### src/rtl/fib_pkg.sv
// Shared definitions for the Fibonacci sequence generator.
// Holds the FSM state type, the default datapath widths and the add helper
// that the step logic uses.
package fib_pkg;

    // Default data width of the seeds and terms.
    localparam int FIB_WIDTH = 8;

    // Default width of the term count and the term index.
    localparam int FIB_CNT_W = 8;

    // Operand width of the add helper.
    // Data widths from 1 to FIB_MAX_W-1 are supported.
    localparam int FIB_MAX_W = 64;

    // Sequencer states.
    typedef enum logic [1:0] {
        ST_IDLE = 2'd0,
        ST_RUN  = 2'd1,
        ST_DONE = 2'd2
    } fib_state_e;

    // Adds two zero-extended operands and returns the full-width result.
    // For a W-bit add, bit [W] of the result is the carry and bits
    // [W-1:0] are the wrapped sum.
    function automatic logic [FIB_MAX_W:0] fib_add(
        input logic [FIB_MAX_W-1:0] i_x,
        input logic [FIB_MAX_W-1:0] i_y
    );
        logic [FIB_MAX_W:0] w_sum;
        w_sum = {1'b0, i_x} + {1'b0, i_y};
        return w_sum;
    endfunction

endpackage

### src/rtl/fib_step.sv
// One Fibonacci step: (a, b) -> (b, a+b), with wrap tracking.
// A term is marked as wrapped if it wrapped itself, or if any term it was
// derived from wrapped. The block is purely combinational.
module fib_step
    import fib_pkg::*;
#(
    parameter int WIDTH = FIB_WIDTH
) (
    input  logic [WIDTH-1:0] i_a,
    input  logic [WIDTH-1:0] i_b,
    input  logic             i_a_ovf,
    input  logic             i_b_ovf,
    output logic [WIDTH-1:0] o_next_a,
    output logic [WIDTH-1:0] o_next_b,
    output logic             o_next_a_ovf,
    output logic             o_next_b_ovf
);

    logic [FIB_MAX_W-1:0] w_a_ext;
    logic [FIB_MAX_W-1:0] w_b_ext;
    logic [FIB_MAX_W:0]   w_full;
    logic                 w_carry;
    logic                 w_unused;

    // Zero-extend both operands to the width of the add helper, then add.
    always_comb begin
        w_a_ext              = '0;
        w_b_ext              = '0;
        w_a_ext[WIDTH-1:0]   = i_a;
        w_b_ext[WIDTH-1:0]   = i_b;
        w_full               = fib_add(w_a_ext, w_b_ext);
        w_carry              = w_full[WIDTH];
    end

    // The bits above the carry are always zero, because the operands are
    // zero-extended.
    assign w_unused = |w_full[FIB_MAX_W:WIDTH+1];

    // Shift the pair forward and propagate the wrap history.
    always_comb begin
        o_next_a     = i_b;
        o_next_b     = w_full[WIDTH-1:0];
        o_next_a_ovf = i_b_ovf;
        o_next_b_ovf = i_a_ovf | i_b_ovf | w_carry;
    end

endmodule

### src/rtl/fib_seq_gen.sv
// Fibonacci sequence generator.
// On start, the block captures two seeds and a last index N. It then streams
// F(0)..F(N) over a valid/ready interface, and pulses done for one cycle
// after the last term is taken. All outputs come straight from registers.
module fib_seq_gen
    import fib_pkg::*;
#(
    parameter int WIDTH = FIB_WIDTH,
    parameter int CNT_W = FIB_CNT_W
) (
    input  logic             i_clk,
    input  logic             i_rst_n,
    input  logic             i_start,
    input  logic             i_abort,
    input  logic [CNT_W-1:0] i_n_terms,
    input  logic [WIDTH-1:0] i_seed0,
    input  logic [WIDTH-1:0] i_seed1,
    output logic             o_busy,
    output logic             o_out_valid,
    input  logic             i_out_ready,
    output logic [WIDTH-1:0] o_out_data,
    output logic [CNT_W-1:0] o_out_index,
    output logic             o_out_ovf,
    output logic             o_done
);

    fib_state_e       r_state;
    logic [WIDTH-1:0] r_a;
    logic [WIDTH-1:0] r_b;
    logic [CNT_W-1:0] r_count;
    logic [CNT_W-1:0] r_n;
    logic             r_a_ovf;
    logic             r_b_ovf;
    logic             r_valid;
    logic             r_busy;
    logic             r_done;

    logic [WIDTH-1:0] w_next_a;
    logic [WIDTH-1:0] w_next_b;
    logic             w_next_a_ovf;
    logic             w_next_b_ovf;
    logic             w_handshake;
    logic             w_last;

    fib_step #(
        .WIDTH (WIDTH)
    ) u_step (
        .i_a          (r_a),
        .i_b          (r_b),
        .i_a_ovf      (r_a_ovf),
        .i_b_ovf      (r_b_ovf),
        .o_next_a     (w_next_a),
        .o_next_b     (w_next_b),
        .o_next_a_ovf (w_next_a_ovf),
        .o_next_b_ovf (w_next_b_ovf)
    );

    assign w_handshake = r_valid & i_out_ready;
    assign w_last      = (r_count == r_n);

    // Sequencer FSM.
    // This block holds the datapath registers and the registered status
    // outputs. r_valid is high only in RUN, and the index never passes r_n,
    // so the count cannot wrap.
    always_ff @(posedge i_clk or negedge i_rst_n) begin
        if (!i_rst_n) begin
            r_state <= ST_IDLE;
            r_a     <= '0;
            r_b     <= '0;
            r_count <= '0;
            r_n     <= '0;
            r_a_ovf <= 1'b0;
            r_b_ovf <= 1'b0;
            r_valid <= 1'b0;
            r_busy  <= 1'b0;
            r_done  <= 1'b0;
        end else begin
            case (r_state)
                ST_IDLE: begin
                    r_done <= 1'b0;
                    // start wins over a simultaneous abort here, because
                    // abort has no effect in IDLE.
                    if (i_start) begin
                        r_state <= ST_RUN;
                        r_a     <= i_seed0;
                        r_b     <= i_seed1;
                        r_n     <= i_n_terms;
                        r_count <= '0;
                        r_a_ovf <= 1'b0;
                        r_b_ovf <= 1'b0;
                        r_valid <= 1'b1;
                        r_busy  <= 1'b1;
                    end else begin
                        r_state <= ST_IDLE;
                        r_valid <= 1'b0;
                        r_busy  <= 1'b0;
                    end
                end
                ST_RUN: begin
                    // abort takes priority over a handshake in the same cycle.
                    if (i_abort) begin
                        r_state <= ST_IDLE;
                        r_valid <= 1'b0;
                        r_busy  <= 1'b0;
                        r_done  <= 1'b0;
                    end else if (w_handshake) begin
                        if (w_last) begin
                            r_state <= ST_DONE;
                            r_valid <= 1'b0;
                            r_busy  <= 1'b1;
                            r_done  <= 1'b1;
                        end else begin
                            r_a     <= w_next_a;
                            r_b     <= w_next_b;
                            r_a_ovf <= w_next_a_ovf;
                            r_b_ovf <= w_next_b_ovf;
                            r_count <= r_count + CNT_W'(1);
                        end
                    end else begin
                        // Backpressure: hold the presented term unchanged.
                        r_state <= ST_RUN;
                    end
                end
                ST_DONE: begin
                    // DONE always lasts one cycle, whether or not abort is high.
                    r_state <= ST_IDLE;
                    r_valid <= 1'b0;
                    r_busy  <= 1'b0;
                    r_done  <= 1'b0;
                end
                default: begin
                    r_state <= ST_IDLE;
                    r_valid <= 1'b0;
                    r_busy  <= 1'b0;
                    r_done  <= 1'b0;
                end
            endcase
        end
    end

    assign o_busy      = r_busy;
    assign o_out_valid = r_valid;
    assign o_out_data  = r_a;
    assign o_out_index = r_count;
    assign o_out_ovf   = r_a_ovf;
    assign o_done      = r_done;

endmodule

### config.mk
export PLATFORM = sky130hd
export DESIGN_NAME = fib_seq_gen
export DESIGN_NICKNAME = d
export VERILOG_FILES = /design/src/rtl/fib_pkg.sv /design/src/rtl/fib_step.sv /design/src/rtl/fib_seq_gen.sv
export SDC_FILE = /design/constraint.sdc
export NUM_CORES = 1
export LEC_CHECK = 0
export ABC_AREA = 1
export BUFFER_PORTS_ARGS = -buffer_cell sky130_fd_sc_hd__buf_2
export CORE_UTILIZATION = 55
export DETAILED_ROUTE_END_ITERATION = 12
export PLACE_DENSITY = 0.8
export SLEW_MARGIN = 20
export SYNTH_ARGS = -nofsm -noshare
export SYNTH_HDL_FRONTEND = slang
export SYNTH_SLANG_ARGS = --single-unit
### constraint.sdc
create_clock -name i_clk -period 2.5 [get_ports i_clk]
set_clock_uncertainty 0.15 [all_clocks]
set_input_delay 0.625 -clock i_clk [delete_from_list [all_inputs] [get_ports i_clk]]
set_output_delay 0.625 -clock i_clk [all_outputs]
set_load 0.01 [all_outputs]
==> impl_metrics.py <==
metrics = {
    "outcome": {
        "status": "finished clean",
    },
    "yosys": {
        "ys_seq_elements": 39,
        "synth_top_cell_by_area": "dfrtp_1",
        "seq_area_frac_synth": 0.406,
        "avgSynthCellArea_um2": 7.09,
        "ys_types": 27,
        "yosysWarnings": 0,
        "synth-edff-count": 0,
        "synth_top_area_share": 0.406,
        "syn_nets": 378,
        "yosys-top-cells-area": "dfrtp_1 (41%), nand2_1 (23%), nand3_1 (8.5%)",
        "synth_flop_cell": "dfrtp_1",
        "synthCells": 339,
        "synthesis.area_um2": 2400,
        "async_flop_share": 1.00,
    },
    "setup_path": {
        "r2r_end": "o_out_index[1]",
        "critPathArrivalTime_ns": 2.05,
        "crit_fanout": 28,
        "worst_r2r_path_depth": 8,
        "critical_path_class": "register to register",
        "r2r_start": "r_state[1]",
        "start_kind": "register",
        "required_ns": 2.52,
        "rrSetupSlack_ns": 0.47,
        "crit_path_end_kind": "register",
    },
    "place": {
        "io_buffers": 48,
        "placed_area_um2": 2680,
        "hpwl_mm": 3.68,
        "dp.cells": 431,
        "gp_congestion": 0.806,
    },
    "clock_network": {
        "cts_setup_buffers": 0,
        "htreeDepth": 2,
        "cts.sinks": 39,
        "clk_pin_slew_worst_paths_ns": 0.08,
        "cts_buffer_depth": 2,
        "root_buffer": "clkbuf_8",
        "clk-insertion-delay-late_ns": 0.29,
        "cts_tree": "done",
        "cts-buffers-inserted": 5,
        "cts_hold_buf": 0,
        "cts-resized-gates": 0,
    },
    "power": {
        "swShare": 0.447,
        "seqPwrFrac": 0.355,
        "power.share.clock": 0.145,
        "p_comb_frac": 0.500,
        "vdd_drop_max_mv": 0.617,
        "intPower_uw": 1590,
        "p_sw_uw": 1290,
        "p_leak_uw": 0.00162,
        "power_uw": 2880,
        "p_per_area_nw_per_um2": 1040,
    },
    "drt": {
        "avgRoutedWirePerCell_um": 11.8,
        "wl_mm": 5.18,
        "drc": 0,
        "drtAntennaViolNets": 0,
        "vias": 2237,
        "drtIter0Drc": 118,
        "dr.pass1.iters": 5,
        "via_per_inst": 5.10,
    },
    "finish": {
        "fillers": 358,
        "stdcell_count": 439,
        "final_common_cell": "nand2_1",
        "final_cell_mix": "nand2_1 (149), buf_2 (48), nand3_1 (41)",
        "nets": 427,
        "design_area_um2": 2760,
        "syn_to_final_growth_pct": 14.9,
        "drive_above_1_share": 0.180,
        "n_antenna_cell": 0,
    },
    "grt": {
        "grt_use_met3": 0.0433,
        "antenna_found_initial": 0,
        "grt_pass1_vias": 1888,
        "use_met1": 0.339,
        "grt.total_usage": 0.242,
        "grt_pass1_wl_mm": 8.40,
        "grt_overflow_total": 0,
        "met2_usage": 0.380,
        "grt_max_degree": 40,
        "top_usage_layer": "met2",
    },
    "die": {
        "ioPinCount": 49,
        "fp.dieW_um": 68.1,
        "dieArea_um2": 4640,
        "core_um2": 4090,
        "die_h_um": 68.1,
        "initial_utilization": 0.588,
        "row_count": 23,
    },
    "sta": {
        "finalHoldViolations": 0,
        "finalSetupTns_ns": 0,
        "post-route-period-util": 0.811,
        "setup_viol": 0,
        "max_freq_mhz": 493,
        "drv_slew": 0,
        "rsz0062_at_grt": "false",
        "whs_ns": 0.223,
        "min_period_ns": 2.03,
        "worst_slew_pin_slew_ns": 0.490,
        "max-slew-margin-rel": 0.673,
    },
    "run": {
        "cap_violations": 0,
    },
    "worst_hold_path": {
        "hold_class": "input pin to asynchronous set/reset pin",
    },
}
## cell families after synthesis
kind of cell | synth area share
AO/OA/AOI/OAI | 0.0370
flip-flops | 0.406
XOR/XNOR | 0.0291
buffers and inverters | 0.0838
adder cells (fa/ha/maj) | 0.0552
AND/OR/NAND/NOR | 0.389
## Yosys cell counts (2+ instances only)
| master | number |
|---|---|
| a21oi_1 | 3 |
| buf_2 | 2 |
| buf_4 | 2 |
| buf_6 | 2 |
| clkbuf_1 | 4 |
| dfrtp_1 | 39 |
| ha_1 | 9 |
| inv_1 | 34 |
| inv_2 | 2 |
| nand2_1 | 149 |
| nand2_4 | 2 |
| nand3_1 | 41 |
| nand4_1 | 4 |
| nor2_1 | 12 |
| nor2_2 | 2 |
| nor2_4 | 3 |
| nor3_1 | 2 |
| o21ai_0 | 12 |
| xnor2_1 | 4 |
| xor2_1 | 4 |
## power groups by stage
stage               Clock (uW)  Sequential [uW]  Combinational [uW]
floorplan                    0             1030                1070
global placement             0             1030                1400
detailed placement           0             1030                1430
CTS                        431             1020                1440
global route               451             1050                1640
finish                     419             1020                1440
## registers in the layout, indices dropped and copies added, names as in the netlist
register     flops
o_busy           1
o_done           1
o_out_data       8
o_out_index      8
o_out_ovf        1
o_out_valid      1
r_b              8
r_b_ovf          1
r_n              8
r_state          2
## worst max path at each step
stage,from,to,slack (ns),cells after the start
floorplan,o_out_data[0],r_b[6],0.74,11
global placement,r_state[1],o_out_index[1],0.57,8
detailed placement,r_state[1],o_out_index[1],0.49,8
CTS,r_state[1],o_out_index[1],0.48,8
global route,o_out_index[6],r_b[2],0.34,8
finish,r_state[1],o_out_index[1],0.47,8
## worst max-delay path, cell delays in order (launching register included)
cell and delay [ns]:
dfrtp_1 0.41, nor2_4 0.30, inv_2 0.09, nor2_4 0.12, inv_2 0.06, nor2_4 0.12, nand2_4 0.21, nand2_4 0.30
o21ai_0 0.12
## area by class of cell
type | count | area, um2 | area share
Clock buffer | 6 | 72.6 | 0.0263
Sequential cell | 39 | 976 | 0.353
Timing Repair Buffer | 53 | 278 | 0.101
Tap cell | 50 | 62.6 | 0.0226
Clock inverter | 2 | 12.5 | 0.00453
Inverter | 36 | 135 | 0.0489
Multi-Input combinational cell | 253 | 1230 | 0.444
## layer usage
layer  wire [um]  vias to the layer above
met5           0                        -
met4          53                        0
met3         206                        6
met2        2380                       47
met1        2540                     1028
li1            -                     1156
## metrics by stage
step	utilization	setup slack [ns]
3_3_place_gp	0.655	0.570
5_1_grt	0.676	0.336
4_1_cts	0.676	0.477
2_1_floorplan	-	0.742
6_report	0.676	0.471
3_5_place_dp	0.655	0.486
Power figures use the tool's default switching activity.
